$ cat src/rtl/i2s_master_tx_pkg.sv
// Shared I2S definitions: FSM encoding, default geometry and bit-counter sizing.
package i2s_master_tx_pkg;
    localparam logic [0:0] ST_IDLE = 1'b0;
    localparam logic [0:0] ST_RUN  = 1'b1;

    localparam int DEF_AUDIO_DW = 8;
    localparam int DEF_SLOT_W   = 16;
    localparam int DEF_BCNT_W   = $clog2(2 * DEF_SLOT_W);

    function automatic int bcnt_w(input int slot_w);
        return $clog2(2 * slot_w);
    endfunction
endpackage

$ cat src/rtl/i2s_master_tx_if.sv
// Sample-pair valid/ready channel feeding the I2S transmitter.
interface i2s_master_tx_if
    import i2s_master_tx_pkg::*;
#(
    parameter int AUDIO_DW = DEF_AUDIO_DW
);
    logic [AUDIO_DW-1:0] l_data;
    logic [AUDIO_DW-1:0] r_data;
    logic                valid;
    logic                ready;

    modport master (output l_data, output r_data, output valid, input  ready);
    modport slave  (input  l_data, input  r_data, input  valid, output ready);
endinterface

$ cat src/rtl/i2s_sck_div.sv
// SCK generator: divider latched at start, registered sck, combinational strobes
// asserted in the cycle whose rising clk edge toggles sck.
module i2s_sck_div #(
    parameter int DIV_W = 4
) (
    input  logic             clk_i,
    input  logic             rst_ni,
    input  logic             start_i,
    input  logic             run_i,
    input  logic [DIV_W-1:0] div_i,
    output logic             sck_o,
    output logic             rise_o,
    output logic             fall_o
);
    logic [DIV_W-1:0] div_q;
    logic [DIV_W-1:0] cnt;
    logic             tc;

    assign tc     = run_i && (cnt == div_q);
    assign rise_o = tc && !sck_o;
    assign fall_o = tc && sck_o;

    always_ff @(posedge clk_i or negedge rst_ni) begin
        if (!rst_ni) begin
            div_q <= '0;
            cnt   <= '0;
            sck_o <= 1'b0;
        end else if (start_i) begin
            div_q <= div_i;
            cnt   <= '0;
            sck_o <= 1'b0;
        end else if (run_i) begin
            if (tc) begin
                cnt   <= '0;
                sck_o <= ~sck_o;
            end else begin
                cnt <= cnt + 1'b1;
            end
        end else begin
            cnt   <= '0;
            sck_o <= 1'b0;
        end
    end
endmodule

$ cat src/rtl/i2s_master_tx.sv
// Self-clocked Philips-format I2S transmitter with a one-entry holding register
// that repeats the last pair and flags underrun when starved at a frame boundary.
module i2s_master_tx
    import i2s_master_tx_pkg::*;
#(
    parameter int AUDIO_DW = DEF_AUDIO_DW,
    parameter int SLOT_W   = DEF_SLOT_W,
    parameter int DIV_W    = 4
) (
    input  logic             clk_i,
    input  logic             rst_ni,
    input  logic             en_i,
    input  logic [DIV_W-1:0] div_i,
    i2s_master_tx_if.slave   smp,
    output logic             sck_o,
    output logic             ws_o,
    output logic             sd_o,
    output logic             underrun_o,
    input  logic             underrun_clr_i
);
    localparam int FW = 2 * SLOT_W;
    localparam int BW = bcnt_w(SLOT_W);
    localparam logic [BW-1:0] B_LAST = BW'(FW - 1);
    localparam logic [BW-1:0] WS_LO  = BW'(SLOT_W - 1);
    localparam logic [BW-1:0] WS_HI  = BW'(FW - 2);

    logic [0:0]          state;
    logic [BW-1:0]       b;
    logic [BW-1:0]       b_nxt;
    logic [AUDIO_DW-1:0] hold_l;
    logic [AUDIO_DW-1:0] hold_r;
    logic                full;
    logic [FW-1:0]       shreg;
    logic [FW-1:0]       frame_new;
    logic                sck_rise;
    logic                sck_fall;
    logic                boundary;
    logic                stop;
    logic                load;
    logic                xfer;

    i2s_sck_div #(.DIV_W(DIV_W)) u_div (
        .clk_i  (clk_i),
        .rst_ni (rst_ni),
        .start_i(state == ST_IDLE && en_i),
        .run_i  (state == ST_RUN),
        .div_i  (div_i),
        .sck_o  (sck_o),
        .rise_o (sck_rise),
        .fall_o (sck_fall)
    );

    a_strobe_excl: assert property (@(posedge clk_i) disable iff (!rst_ni) !(sck_rise && sck_fall));

    // Slot padding falls out of the '0 default, so SLOT_W == AUDIO_DW needs no special case.
    always_comb begin
        frame_new = '0;
        frame_new[FW-1 -: AUDIO_DW]     = hold_l;
        frame_new[SLOT_W-1 -: AUDIO_DW] = hold_r;
    end

    assign b_nxt     = (b == B_LAST) ? '0 : b + 1'b1;
    assign boundary  = (state == ST_RUN) && sck_fall && (b == B_LAST);
    assign stop      = boundary && !en_i;
    assign load      = boundary && en_i;
    assign smp.ready = !full;
    assign xfer      = smp.valid && !full;

    always_ff @(posedge clk_i or negedge rst_ni) begin
        if (!rst_ni) begin
            state <= ST_IDLE;
            b     <= '0;
            ws_o  <= 1'b0;
            sd_o  <= 1'b0;
            shreg <= '0;
        end else if (state == ST_IDLE) begin
            if (en_i) begin
                state <= ST_RUN;
                b     <= B_LAST;
            end
        end else if (sck_fall) begin
            if (stop) begin
                state <= ST_IDLE;
                ws_o  <= 1'b0;
                sd_o  <= 1'b0;
            end else begin
                b    <= b_nxt;
                ws_o <= (b_nxt >= WS_LO) && (b_nxt <= WS_HI);
                if (load) begin
                    shreg <= frame_new;
                    sd_o  <= frame_new[FW-1];
                end else begin
                    shreg <= shreg << 1;
                    sd_o  <= shreg[FW-2];
                end
            end
        end
    end

    // A capture in the same cycle as a starved boundary leaves the register full.
    always_ff @(posedge clk_i or negedge rst_ni) begin
        if (!rst_ni) begin
            full   <= 1'b0;
            hold_l <= '0;
            hold_r <= '0;
        end else begin
            if (xfer) begin
                full   <= 1'b1;
                hold_l <= smp.l_data;
                hold_r <= smp.r_data;
            end else if (load) begin
                full <= 1'b0;
            end
        end
    end

    always_ff @(posedge clk_i or negedge rst_ni) begin
        if (!rst_ni)                underrun_o <= 1'b0;
        else if (load && !full)     underrun_o <= 1'b1;
        else if (underrun_clr_i)    underrun_o <= 1'b0;
    end
endmodule
$ cat src/flat_wrapper.sv
// flat-port wrapper written by rule: the top's interface ports become plain ports
module i2s_master_tx_flat import i2s_master_tx_pkg::*;
#(
    parameter int AUDIO_DW = DEF_AUDIO_DW,
    parameter int SLOT_W   = DEF_SLOT_W,
    parameter int DIV_W    = 4
)
  (clk_i, rst_ni, en_i, div_i, sck_o, ws_o, sd_o, underrun_o, underrun_clr_i, smp_l_data, smp_r_data, smp_valid, smp_ready);
  i2s_master_tx_if #(.AUDIO_DW(AUDIO_DW)) smp_i ();
  input  logic clk_i;
  input  logic rst_ni;
  input  logic en_i;
  input  logic [DIV_W-1:0] div_i;
  output logic sck_o;
  output logic ws_o;
  output logic sd_o;
  output logic underrun_o;
  input  logic underrun_clr_i;
  input wire logic [$bits(smp_i.l_data)-1:0] smp_l_data;
  input wire logic [$bits(smp_i.r_data)-1:0] smp_r_data;
  input wire logic [$bits(smp_i.valid)-1:0] smp_valid;
  output wire logic [$bits(smp_i.ready)-1:0] smp_ready;
  assign smp_i.l_data = smp_l_data;
  assign smp_i.r_data = smp_r_data;
  assign smp_i.valid = smp_valid;
  assign smp_ready = smp_i.ready;
  i2s_master_tx #(.AUDIO_DW(AUDIO_DW), .SLOT_W(SLOT_W), .DIV_W(DIV_W)) u_core (.clk_i(clk_i), .rst_ni(rst_ni), .en_i(en_i), .div_i(div_i), .smp(smp_i), .sck_o(sck_o), .ws_o(ws_o), .sd_o(sd_o), .underrun_o(underrun_o), .underrun_clr_i(underrun_clr_i));
endmodule
$ cat config.mk
export PLATFORM = sky130hd
export DESIGN_NAME = i2s_master_tx_flat
export DESIGN_NICKNAME = d
export VERILOG_FILES = /design/src/rtl/i2s_master_tx_pkg.sv /design/src/rtl/i2s_master_tx_if.sv /design/src/rtl/i2s_sck_div.sv /design/src/rtl/i2s_master_tx.sv /design/src/flat_wrapper.sv
export SDC_FILE = /design/constraint.sdc
export NUM_CORES = 1
export LEC_CHECK = 0
export BUFFER_PORTS_ARGS = -buffer_cell sky130_fd_sc_hd__buf_2
export CAP_MARGIN = 0
export CORE_MARGIN = 2
export CORE_UTILIZATION = 50
export DETAILED_ROUTE_END_ITERATION = 6
export PLACE_DENSITY = 0.8
export RECOVER_POWER = 50
export SYNTH_ARGS = -nofsm -noshare
export SYNTH_HDL_FRONTEND = slang
export SYNTH_SLANG_ARGS = --single-unit
$ cat constraint.sdc
create_clock -name clk_i -period 3.4 [get_ports clk_i]
set_input_delay 0.17 -clock clk_i [delete_from_list [all_inputs] [get_ports clk_i]]
set_output_delay 0.17 -clock clk_i [all_outputs]
set_load 0.005 [all_outputs]
* Yosys cells after proc, flatten, opt, wreduce, memory -nomap -nowiden
Cells that the tools add are included.
** Storage, ports and cells
- Flip-flop bits (word level) :: 66
- Bits of input ports :: 25
- Output and inout port bits :: 5
- Logic and storage cells :: 65
** Operators by class
- $add $sub $neg :: 2
- Magnitude comparators :: 2
- Equality and inequality tests :: 5
- Multiplexer cells :: 23
- Bitwise gates (word level) :: 3
- Reductions and logical operators :: 18
** Operators by type and width (count)
- $mux 31 :: 1
- $mux 5 :: 5
- $mux 1 :: 14
- $mux 4 :: 3
- $logic_and 1x1->1 :: 10
- $reduce_and 3->1 :: 2
- $reduce_bool 2->1 :: 3
- $add 5x1->5 const B :: 1
- $eq 5x5->1 const B :: 1
- $ge 5x4->1 const B :: 1
- $le 5x5->1 const B :: 1
- $add 4x1->4 const B :: 1
- $eq 4x4->1 :: 1
- $ne 2x2->1 const B :: 2
- $ne 3x3->1 const B :: 1
- $not 1->1 :: 3
- $logic_not 1->1 :: 2
- $reduce_and 2->1 :: 1

* Depth between registers and ports, before layout
Gate-level depths: netlist (run 1).
- Depth after elaboration :: 9
- Depth in mapped cells :: 9
- Depth with buffers taken out :: 8

* By module
From an unflattened synthesis (run 1), not the netlist that was laid out.
** Unflattened totals
- Cell total of the unflattened synthesis :: 239
- Area, all modules :: 2647.5 um^2
** Modules (own cells, without submodules)
- i2s_master_tx :: instances 1, cells an instance 204, area each 2228.4 um^2, seq. area each 1226.2 um^2
- i2s_sck_div :: instances 1, cells an instance 35, area each 419.2 um^2, seq. area each 225.2 um^2

* Worst setup path before layout (run 1)
No wires, ideal clock.
- Kind :: register -> register
- Start point :: register u_core.b[0]
- End point :: register u_core.shreg[13]
- Library setup time :: 0.133 ns
- Data arrival time :: 1.948 ns
- Required time :: 3.267 ns
- Slack :: 1.319 ns
- Stages on the path, launching flop included :: 9
- Path buffers :: 2
- Clock period less this slack :: 2.081 ns
- Cells stage by stage :: dfrtp_1 ha_1 and3_1 ha_1 buf_2 nand2_1 buf_2 mux2i_1 o21ai_0
** On the way
- Cells in the longest elaborated chain, start to end :: 5
- Elaborated cells between the ends (all ways) :: 7
- Classes of those cells :: eq/ne (1); mux (1); bitwise (1); reduce/logical (4)
** Ends and longest elaborated chain
- from (decl) :: RTL line i2s_master_tx.sv:28 : logic [BW-1:0] b;
- from (signal assigned) :: RTL line i2s_master_tx.sv:87 : b <= b_nxt;
- $eq 5x5->1 (*) :: RTL line i2s_master_tx.sv:63 : assign boundary = (state == ST_RUN) && sck_fall && (b == B_LAST);
- $logic_and 1x1->1 (*) :: RTL line i2s_master_tx.sv:63
- $logic_and 1x1->1 :: RTL line i2s_master_tx.sv:64 : assign stop = boundary && !en_i;
- $not 1->1 (no source line)
- $reduce_and 3->1 (no source line)
- to (signal assigned) :: RTL line i2s_master_tx.sv:90 : shreg <= frame_new;
- to (signal assigned) :: RTL line i2s_master_tx.sv:93 : shreg <= shreg << 1;
- to (decl) :: RTL line i2s_master_tx.sv:33 : logic [FW-1:0] shreg;
Every way passes the cells marked *; elsewhere a longest branch is shown, timed or not.
A chain may end at the register's enable or synchronous reset.

* Worst setup path in the final report (run 1)
- Start point :: register u_core.b[0]
- End point :: register u_core.shreg[10]
The elaborated chain is that of the path after synthesis.

==> metrics.txt, run 1 <==
DR DRC count=0; CORE AREA=between 0.004 and 0.005 mm²; Area Growth Syn to Fin=17.1%; Yosys top cell by area=dfrtp_1; crit-path max FO=16; launch point of the worst reg-to-reg path=u_core.b[0]; post-synthesis cell type count=30; CP Launch Type=register; unrepaired setup endpoints after global routing=false; full die area=between 0.005 and 0.006 mm²; total congestion overflow=0; mapped cell area=approximately 0.0025 mm²; global-route wire length before repair=about 7800 µm; Fin. Hold Viols=0; Layout Nets=266; shortest period the worst path allows=2.38 ns; Main synth FF type=dfrtp_1; maximum vdd drop=about 410 µV; synth top area cells=dfrtp_1 59%, mux2_2 9.1%, mux2i_1 5.7%, o21ai_0 4.0%, a22o_1 3.2%; Setup TNS=0 ns; Hold EP=u_core.underrun_o; asr flop ratio synth=1.00; CTS tree=yes; Clock Sinks=between 50 and 60; antenna diode count=0; router iterations before antenna repair=4; CTS Buffer Depth=2; top-count cell post-synth=dfrtp_1; DRT antenna net count=0; Setup violations, final=0; Slew headroom=-0.170; Root Buffer=clkbuf_8; Iter 0 DRT Violations=97; Final Max Tran Viols=35; gpl congestion=just under 0.9; syn_nets=around 230; CP Capture Type=register; H-tree depth=3; Starting Density=0.520; crit share post-route=0.701; worst flop-to-flop path endpoint=u_core.shreg[10]; Worst-path clk slew=approximately 0.060 ns; Final Worst Setup Slack=slightly above 1 ns; total power=roughly 2.2 mW; Leak=1.41 nW; Post-synth top cells=58 x dfrtp_1, 21 x nand2_1, 20 x mux2_2, 20 x o21ai_0, 14 x mux2i_1; hold_sp=underrun_clr_i; Post-CTS Hold Fix Bufs=1; Avg Cell Area, Syn=12.2 µm²; IO buf count=29; Syn Inst Count=approximately 200; Hold Crit Depth=2; failing checks=capacitance limit, slew limit; io pins=30; wire per inst=14.2 µm; sequential area share after synthesis=0.587; R2R setup slack=1.02 ns; critical path type=register to register; power density cells=about 760 mW/mm²; Final Skew=approximately 0.007 ns; vias in the first global route=roughly 1700; Slew @ Worst Pin=around 1.8 ns; Worst-Skew Late Latency=0.34 ns; layout cells sized above 1=0.276; DR vias/cell=approximately 5.2; number of max-cap violations=1; synthesis warning total=0; top cell type's share of synthesized area=0.587; die width=roughly 74 µm; initial antenna violation count=0; worst hold path class=input port to register; final wirelength=about 4400 µm; CP required=approximately 3.6 ns; DR vias=1615; status=finished with violations; Core Rows=25; Fin Hold WS=approximately 0.016 ns; Fmax achieved=420 MHz; Post-CTS Setup Bufs=0; arrival time of the worst setup path=between 2 and 3 ns; Yosys reg bits=slightly below 60; Post-Place Worst Slack=roughly 1.0 ns; quantity of gates resized following cts=0; CTS Buf Count=9; largest net degree at the start of global routing=35; number of flops mapped to enable cells by yosys=0; Die H=about 74 µm; HPWL Detailed=slightly above 3000 µm; Total Routing Usage GR=0.195; Worst R2R Path Depth=6
==> flip-flops by register name, summed over array words and instances (netlist names) <==
name / cells
u_core.b: 5
u_core.full: 1
u_core.underrun_o: 1
u_core.ws_o: 1
u_core.u_div.sck_o: 1
u_core.hold_r: 8
u_core.hold_l: 8
u_core.shreg: 23
u_core.state: 1
u_core.sd_o: 1
u_core.u_div.cnt: 4
u_core.u_div.div_q: 4
==> how the worst max path moves through the flow <==
stage	startpoint	endpoint	slack, ns	depth (start not counted)
2_1_floorplan	u_core.b[0]	u_core.shreg[13]	1.32	8
3_3_place_gp	u_core.b[0]	u_core.shreg[24]	1.11	6
3_5_place_dp	u_core.b[0]	u_core.shreg[26]	1.01	6
4_1_cts	u_core.b[0]	u_core.shreg[10]	0.97	6
5_1_grt	rst_ni	u_core.shreg[30]	0.68	3
6_report	u_core.b[0]	u_core.shreg[10]	1.02	6
==> through the flow <==
stage                     instances  cell area (µm²)  utilization
after global routing            310             2900        0.609
final                           310             2900        0.609
after global placement          293             2680        0.564
after detailed placement        293             2680        0.564
after CTS                       310             2910        0.613
after floorplan                 203             2470            -
==> cells in the final DEF, fill, tap and decap left out, drive strengths merged, types with 2 or more instances in the layout <==
cell type	count
nor2b	2
a22o	9
xor2	4
mux2	21
o31ai	2
mux2i	14
ha	3
xnor2	6
nand2	21
nand3	2
buf	28
clkinv	2
o21ai	20
dfrtp	58
and3	3
nor2	11
inv	5
clkbuf	16
a21oi	4
bufinv	2
==> kinds of logic after synthesis <==
logic type	synth area share
AOI/OAI and AO/OA	0.101
buffers and inverters	0.0273
xor gates and xnor gates	0.0354
adders and majority gates	0.0152
and+or+nand+nor	0.0809
DFF	0.587
muxes	0.154
==> area by class of cell <==
class	count	area, µm²
Fill cell	398	1860
Sequential cell	58	1450
Multi-Input combinational cell	130	948
Timing Repair Buffer	34	175
Clock buffer	11	141
Tap cell	67	83.8
Clock inverter	5	77.6
Inverter	5	18.8
==> power breakdown <==
group / switching, mW / internal, mW
logic: 0.242 / 0.261
registers: 0.136 / 0.882
clock network: 0.265 / 0.430
==> metal layers <==
metal / global-route usage / share of wire
met4: 0.0853 / 0.021
met1: 0.229 / 0.45
met5: 0 / 0
met3: 0.0813 / 0.044
met2: 0.314 / 0.48
==> critical path, stage by stage, from the launching register on <==
cell     delay [ns]
dfrtp_1        0.42
ha_1           0.24
and3_1         0.17
ha_1           0.39
nand2_1        0.58
mux2i_1        0.33
o21ai_0        0.11
(Power assumes the default switching activity.)
==> run 2: changes to the inputs <==
--- a/config.mk
+++ b/config.mk
@@ -5,6 +5,7 @@
 export SDC_FILE = /design/constraint.sdc
 export NUM_CORES = 1
 export LEC_CHECK = 0
+export ABC_AREA = 1
 export BUFFER_PORTS_ARGS = -buffer_cell sky130_fd_sc_hd__buf_2
 export CAP_MARGIN = 0
 export CORE_MARGIN = 2
==> constraint.sdc (replaced) <==
create_clock -name clk_i -period 2.2 [get_ports clk_i]
set_input_delay 0.11 -clock clk_i [delete_from_list [all_inputs] [get_ports clk_i]]
set_output_delay 0.11 -clock clk_i [all_outputs]
set_load 0.005 [all_outputs]
==> metrics.txt, run 2 <==
Seq pwr share=0.503; Core Rows=26; Post-synth top cells=72 x nand2_1, 58 x dfrtp_1, 53 x inv_1, 44 x nor2_1, 21 x nand3_1; synthesis warning total=0; CP Launch Type=register; Slew headroom=0.274; Setup violations, final=0; Yosys reg bits=between 50 and 60; DR vias/cell=just under 5; Main synth FF type=dfrtp_1; Layout Nets=387; worst setup path endpoint=u_core.ws_o; Iter 0 DRT Violations=167; mapped cell area=around 0.0027 mm²; top cell type's share of synthesized area=0.536; die width=around 78 µm; commonest non-fill, non-tap cell in the layout=nand2_1; vias in the first global route=2091; Leak=around 1.7 nW; total congestion overflow=0; R2R setup slack=~0.27 ns; router iterations before antenna repair=5; DR DRC count=0; io pins=30; crit-path max FO=19; Worst-Skew Late Latency=about 0.33 ns; arrival time of the worst setup path=2.15 ns; Clk pwr share=0.474; Syn Inst Count=about 330; CTS tree=yes; synth top area cells=dfrtp_1 54%, nand2_1 10%, inv_1 7.3%, nor2_1 6.1%, nand3_1 3.9%; full die area=approximately 0.006 mm²; Root Buffer=clkbuf_8; worst flop-to-flop path endpoint=u_core.ws_o; Fmax achieved=517 MHz; largest net degree at the start of global routing=25; Yosys top cell by area=dfrtp_1; layout cells sized above 1=0.154; initial antenna violation count=0; CP Capture Type=register; power density cells=just under 700 mW/mm²; Die H=~78 µm; CP required=around 2.4 ns; HPWL Detailed=~3600 µm; Final Max Tran Viols=0; CTS Buf Count=9; maximum vdd drop=525 µV; gpl congestion=0.787; sequential area share after synthesis=0.536; worst hold path class=input port to register; CORE AREA=around 0.0052 mm²; H-tree depth=3; Net Sw Power=0.429 mW; global-route wire length before repair=slightly above 9000 µm; launch point of the worst reg-to-reg path=u_core.b[0]; final wirelength=5320 µm; IO buf count=29; syn_nets=approximately 350; CTS Buffer Depth=2; Area Growth Syn to Fin=15.2%; post-synthesis cell type count=26; Finished Layout Cells=roughly 430; Net Sw Frac=0.202; DR vias=between 2000 and 2500; final core utilization=0.603; Clock Sinks=58; max reg flops=23; Slew @ Worst Pin=approximately 1.1 ns; critical path type=register to register; largest registers=u_core.shreg (23), u_core.hold_l (8), u_core.hold_r (8); number of flops mapped to enable cells by yosys=0; Starting Density=0.523; Total Routing Usage GR=0.195; status=finished, final reports clean; Internal=1.69 mW; Worst R2R Path Depth=11; wire per inst=around 12 µm; Final Skew=0.0119 ns; number of max-cap violations=0; crit share post-route=0.879; asr flop ratio synth=1.00; Worst Setup SP=u_core.b[0]; placed cell count=between 400 and 500; unrepaired setup endpoints after global routing=false; DRT antenna net count=0; Fin. Hold Viols=0; Biggest register=u_core.shreg; combinational share of power=0.024; most frequent cells in the layout=72 x nand2_1, 58 x dfrtp_1, 53 x inv_1; Avg Cell Area, Syn=8.33 µm²; Worst-path clk slew=approximately 0.060 ns; shortest period the worst path allows=between 1.5 and 2 ns; top-count cell post-synth=nand2_1; antenna diode count=0
-- run 2: changes by cell type after synthesis, sizes merged, moves of 4 or more --
cell / delta
xnor2: -5
nor2: +36
a21oi: +16
mux2: -19
mux2i: -14
o22ai: +8
a22o: -9
nand3: +21
nand4: +14
buf: +4
o21ai: -14
nand2: +52
inv: +49
-- run 2: cells by family (layout without fill, tap and decap cells) --
group / after synthesis / after routing / synth area share
simple gates: 158 / 158 / 0.261
buf+inv: 68 / 106 / 0.107
flops: 58 / 58 / 0.536
compound gates: 34 / 34 / 0.0679
fa+ha+maj: 3 / 3 / 0.0139
xor+xnor: 2 / 2 / 0.00647
mux: 2 / 2 / 0.00832
-- run 2: critical path, stage by stage, from the launching register on --
cell and delay (ns):
dfrtp_1 0.41, ha_1 0.23, nand2_1 0.10, nor2_1 0.05, ha_1 0.19, buf_4 0.21, nor2_1 0.15, nand2_1 0.08
nor2_1 0.14, nand4_1 0.10, nand3_1 0.10, nand2_1 0.06
-- run 2: power groups by stage --
stage               registers, mW  logic [mW]  clock network (mW)
CTS                          1.07      0.0536                1.02
global route                 1.07      0.0577                1.07
global placement             1.09      0.0496                   0
detailed placement           1.09      0.0507                   0
finish                       1.07      0.0507                1.01
floorplan                    1.09     0.00531                   0
-- run 2: metrics by stage --
stage               worst slack, ns  hold slack [ns]  TNS (ns)  cell area [µm²]  total power [mW]
floorplan                     0.500           -0.186         0             2710              1.09
global placement              0.142           0.0809         0             2900              1.14
detailed placement         -0.00244           0.0853  -0.00279             2900              1.14
CTS                         0.00454          0.00138         0             3120              2.14
global route                 0.0724          0.00847         0             3120              2.19
finish                        0.266          0.00577         0             3120              2.12
-- run 2: how the worst min path moves through the flow --
stage	from	to	slack (ns)	cells past startpoint
floorplan	rst_ni	u_core.b[0]	-0.19	0
global placement	rst_ni	u_core.hold_r[3]	0.08	1
detailed placement	rst_ni	u_core.hold_l[6]	0.09	1
CTS	smp_l_data[7]	u_core.hold_l[7]	0.001	2
global route	smp_l_data[7]	u_core.hold_l[7]	0.008	2
finish	smp_l_data[7]	u_core.hold_l[7]	0.006	2
-- run 2: per-layer routing --
metal	vias up	share of wire	routed length (µm)	global-route usage
met5	-	0	0	0
met1	1001	0.46	2470	0.253
met2	48	0.47	2520	0.310
li1	1088	-	-	-
met3	14	0.036	189	0.0360
met4	0	0.025	132	0.105
-- run 2: final cells by class --
cell class	count	area, µm²
Tap cell	70	87.6
Inverter	55	209
Clock buffer	13	169
Clock inverter	2	35.0
Fill cell	455	2050
Multi-Input combinational cell	199	975
Timing Repair Buffer	36	194
Sequential cell	58	1450
-- run 2: what timing repair did --
action / in CTS / in global routing
endpoints found under the setup margin: 0 / 24
resized for setup: 0 / 2
setup buffers: 0 / 0
hold endpoints to repair: 20 / 0
hold buffers: 2 / 0
==> run 3: changes to the inputs <==
--- a/config.mk
+++ b/config.mk
@@ -11,7 +11,7 @@
 export CORE_MARGIN = 2
 export CORE_UTILIZATION = 50
 export DETAILED_ROUTE_END_ITERATION = 6
-export PLACE_DENSITY = 0.8
+export PLACE_DENSITY = 0.78
 export RECOVER_POWER = 50
 export SYNTH_ARGS = -nofsm -noshare
 export SYNTH_HDL_FRONTEND = slang
==> metrics.txt, run 3 (same netlist as run 2, synthesis figures left out) <==
Core Rows=26; final wirelength=4970 µm; power density cells=roughly 620 mW/mm²; IO buf count=29; full die area=roughly 0.006 mm²; io pins=30; Iter 0 DRT Violations=approximately 130; launch point of the worst reg-to-reg path=u_core.b[0]; Critical-path top delay cell=o21ai_2; critical path type=register to register; number of max-cap violations=0; total congestion overflow=0; crit-path max FO=24; die width=77.6 µm; Hold Crit Depth=2; CTS tree=yes; maximum vdd drop=444 µV; Fill cells=around 470; status=finished, final reports clean; Post-DP Area=approximately 0.0029 mm²; Clock Sinks=58; Final Worst Setup Slack=between 0.2 and 0.3 ns; worst flop-to-flop path endpoint=u_core.shreg[15]; Leak=~1.7 nW; Hold EP=u_core.hold_l[7]; Worst-path clk slew=roughly 0.060 ns; HPWL Detailed=~3400 µm; CP Launch Type=register; Fmax achieved=a little over 500 MHz; worst hold path class=input port to register; CTS Buffer Depth=2; Area Growth Syn to Fin=12.9%; CP required=2.42 ns; DR vias=around 2100; max reg flops=23; Total Routing Usage GR=0.186; crit share post-route=0.877; most frequent cells in the layout=72 x nand2_1, 58 x dfrtp_1, 53 x inv_1; wire per inst=~12 µm; unrepaired setup endpoints after global routing=false; final core utilization=0.591; global-route wire length before repair=8850 µm; Layout Nets=approximately 390; Die H=slightly below 80 µm; CP Capture Type=register; DRT antenna net count=0; hold_sp=smp_l_data[7]; Worst R2R Path Depth=9; arrival time of the worst setup path=around 2.2 ns; Starting Density=0.523; DR DRC count=0; initial antenna violation count=0; gpl congestion=0.819; Post-Place Worst Slack=~0.045 ns; crit path cell chain=ha_1 > nand2_1 > nor2_1 > ha_1 > inv_1 > o21ai_2 > inv_4 > nand3_1 > nand2_1; R2R setup slack=between 0.2 and 0.3 ns; largest net degree at the start of global routing=25; final instance area=between 0.003 and 0.004 mm²; Max stage delay on crit path=0.41 ns; vias in the first global route=roughly 2000; antenna diode count=0; Root Buffer=clkbuf_8; Setup violations, final=0; commonest non-fill, non-tap cell in the layout=nand2_1; router iterations before antenna repair=4; Final Skew=between 0.008 and 0.009 ns; Fin. Hold Viols=0; placed cell count=about 420; DR vias/cell=slightly below 5; Finished Layout Cells=between 400 and 500; CORE AREA=just over 0.005 mm²; Setup TNS=0 ns; Final Max Tran Viols=0; CTS Buf Count=9; shortest period the worst path allows=a little under 2 ns; largest registers=u_core.shreg (23), u_core.hold_l (8), u_core.hold_r (8); Worst-Skew Late Latency=between 0.3 and 0.4 ns; H-tree depth=3; Biggest register=u_core.shreg; Slew headroom=0.243; Slew @ Worst Pin=about 1.1 ns; layout cells sized above 1=0.150
## run 3: changes by cell type in the layout (fill, tap and decap cells not counted), sizes merged
cell | previous run | this run
bufinv | 1 | 0
clkbuf | 18 | 15
buf | 29 | 30
## run 3: worst max-delay path by stage
stage | from | endpoint | slack [ns] | cells after the start
floorplan | u_core.b[0] | u_core.ws_o | 0.50 | 11
global placement | u_core.b[0] | u_core.ws_o | 0.13 | 9
detailed placement | u_core.b[0] | u_core.shreg[15] | 0.04 | 9
CTS | u_core.b[0] | u_core.shreg[15] | 0.03 | 9
global route | u_core.b[0] | u_core.shreg[15] | 0.08 | 9
finish | u_core.b[0] | u_core.shreg[15] | 0.27 | 9
## run 3: layer usage
metal,up-vias,track usage,wire length (µm)
met5,-,0,0
met4,0,0.113,89
met3,7,0.0337,265
met2,56,0.294,2260
met1,967,0.239,2350
li1,1085,-,-
## run 3: cell type report
type                            instances  area, µm²  area share
Clock inverter                          1       5.00     0.00164
Tap cell                               70       87.6      0.0287
Timing Repair Buffer                   36        195      0.0639
Clock buffer                           11        141      0.0463
Inverter                               55        209      0.0684
Multi-Input combinational cell        199        967       0.316
Sequential cell                        58       1450       0.475
## run 3: what timing repair did
action,CTS,global route
endpoints found under the setup margin,0,24
hold endpoints to repair,21,0
hold buffers,2,0
resized for setup,0,1
setup buffers,0,0
## run 3: worst max-delay path, delay by kind of cell (launching register included)
kind	cells	cell delay [ns]
compound gates	1	0.41
fa+ha+maj	2	0.34
buf+inv	2	0.29
flops	1	0.39
simple gates	4	0.38
## run 3: report_power, final
part                   switching, mW  total, mW  internal [mW]  leakage (nW)
clock                          0.369      0.781          0.411        0.0770
sequential     0.0000000000000000219       1.07           1.07         0.644
combinational                 0.0318     0.0500         0.0182         0.985
total                          0.401       1.90           1.50          1.71
## run 3: metrics by stage
step	hold slack [ns]	total power, mW
2_1_floorplan	-0.186	1.09
3_3_place_gp	0.0950	1.14
3_5_place_dp	0.101	1.14
4_1_cts	0.00363	1.91
5_1_grt	0.00814	1.96
6_report	0.00538	1.90
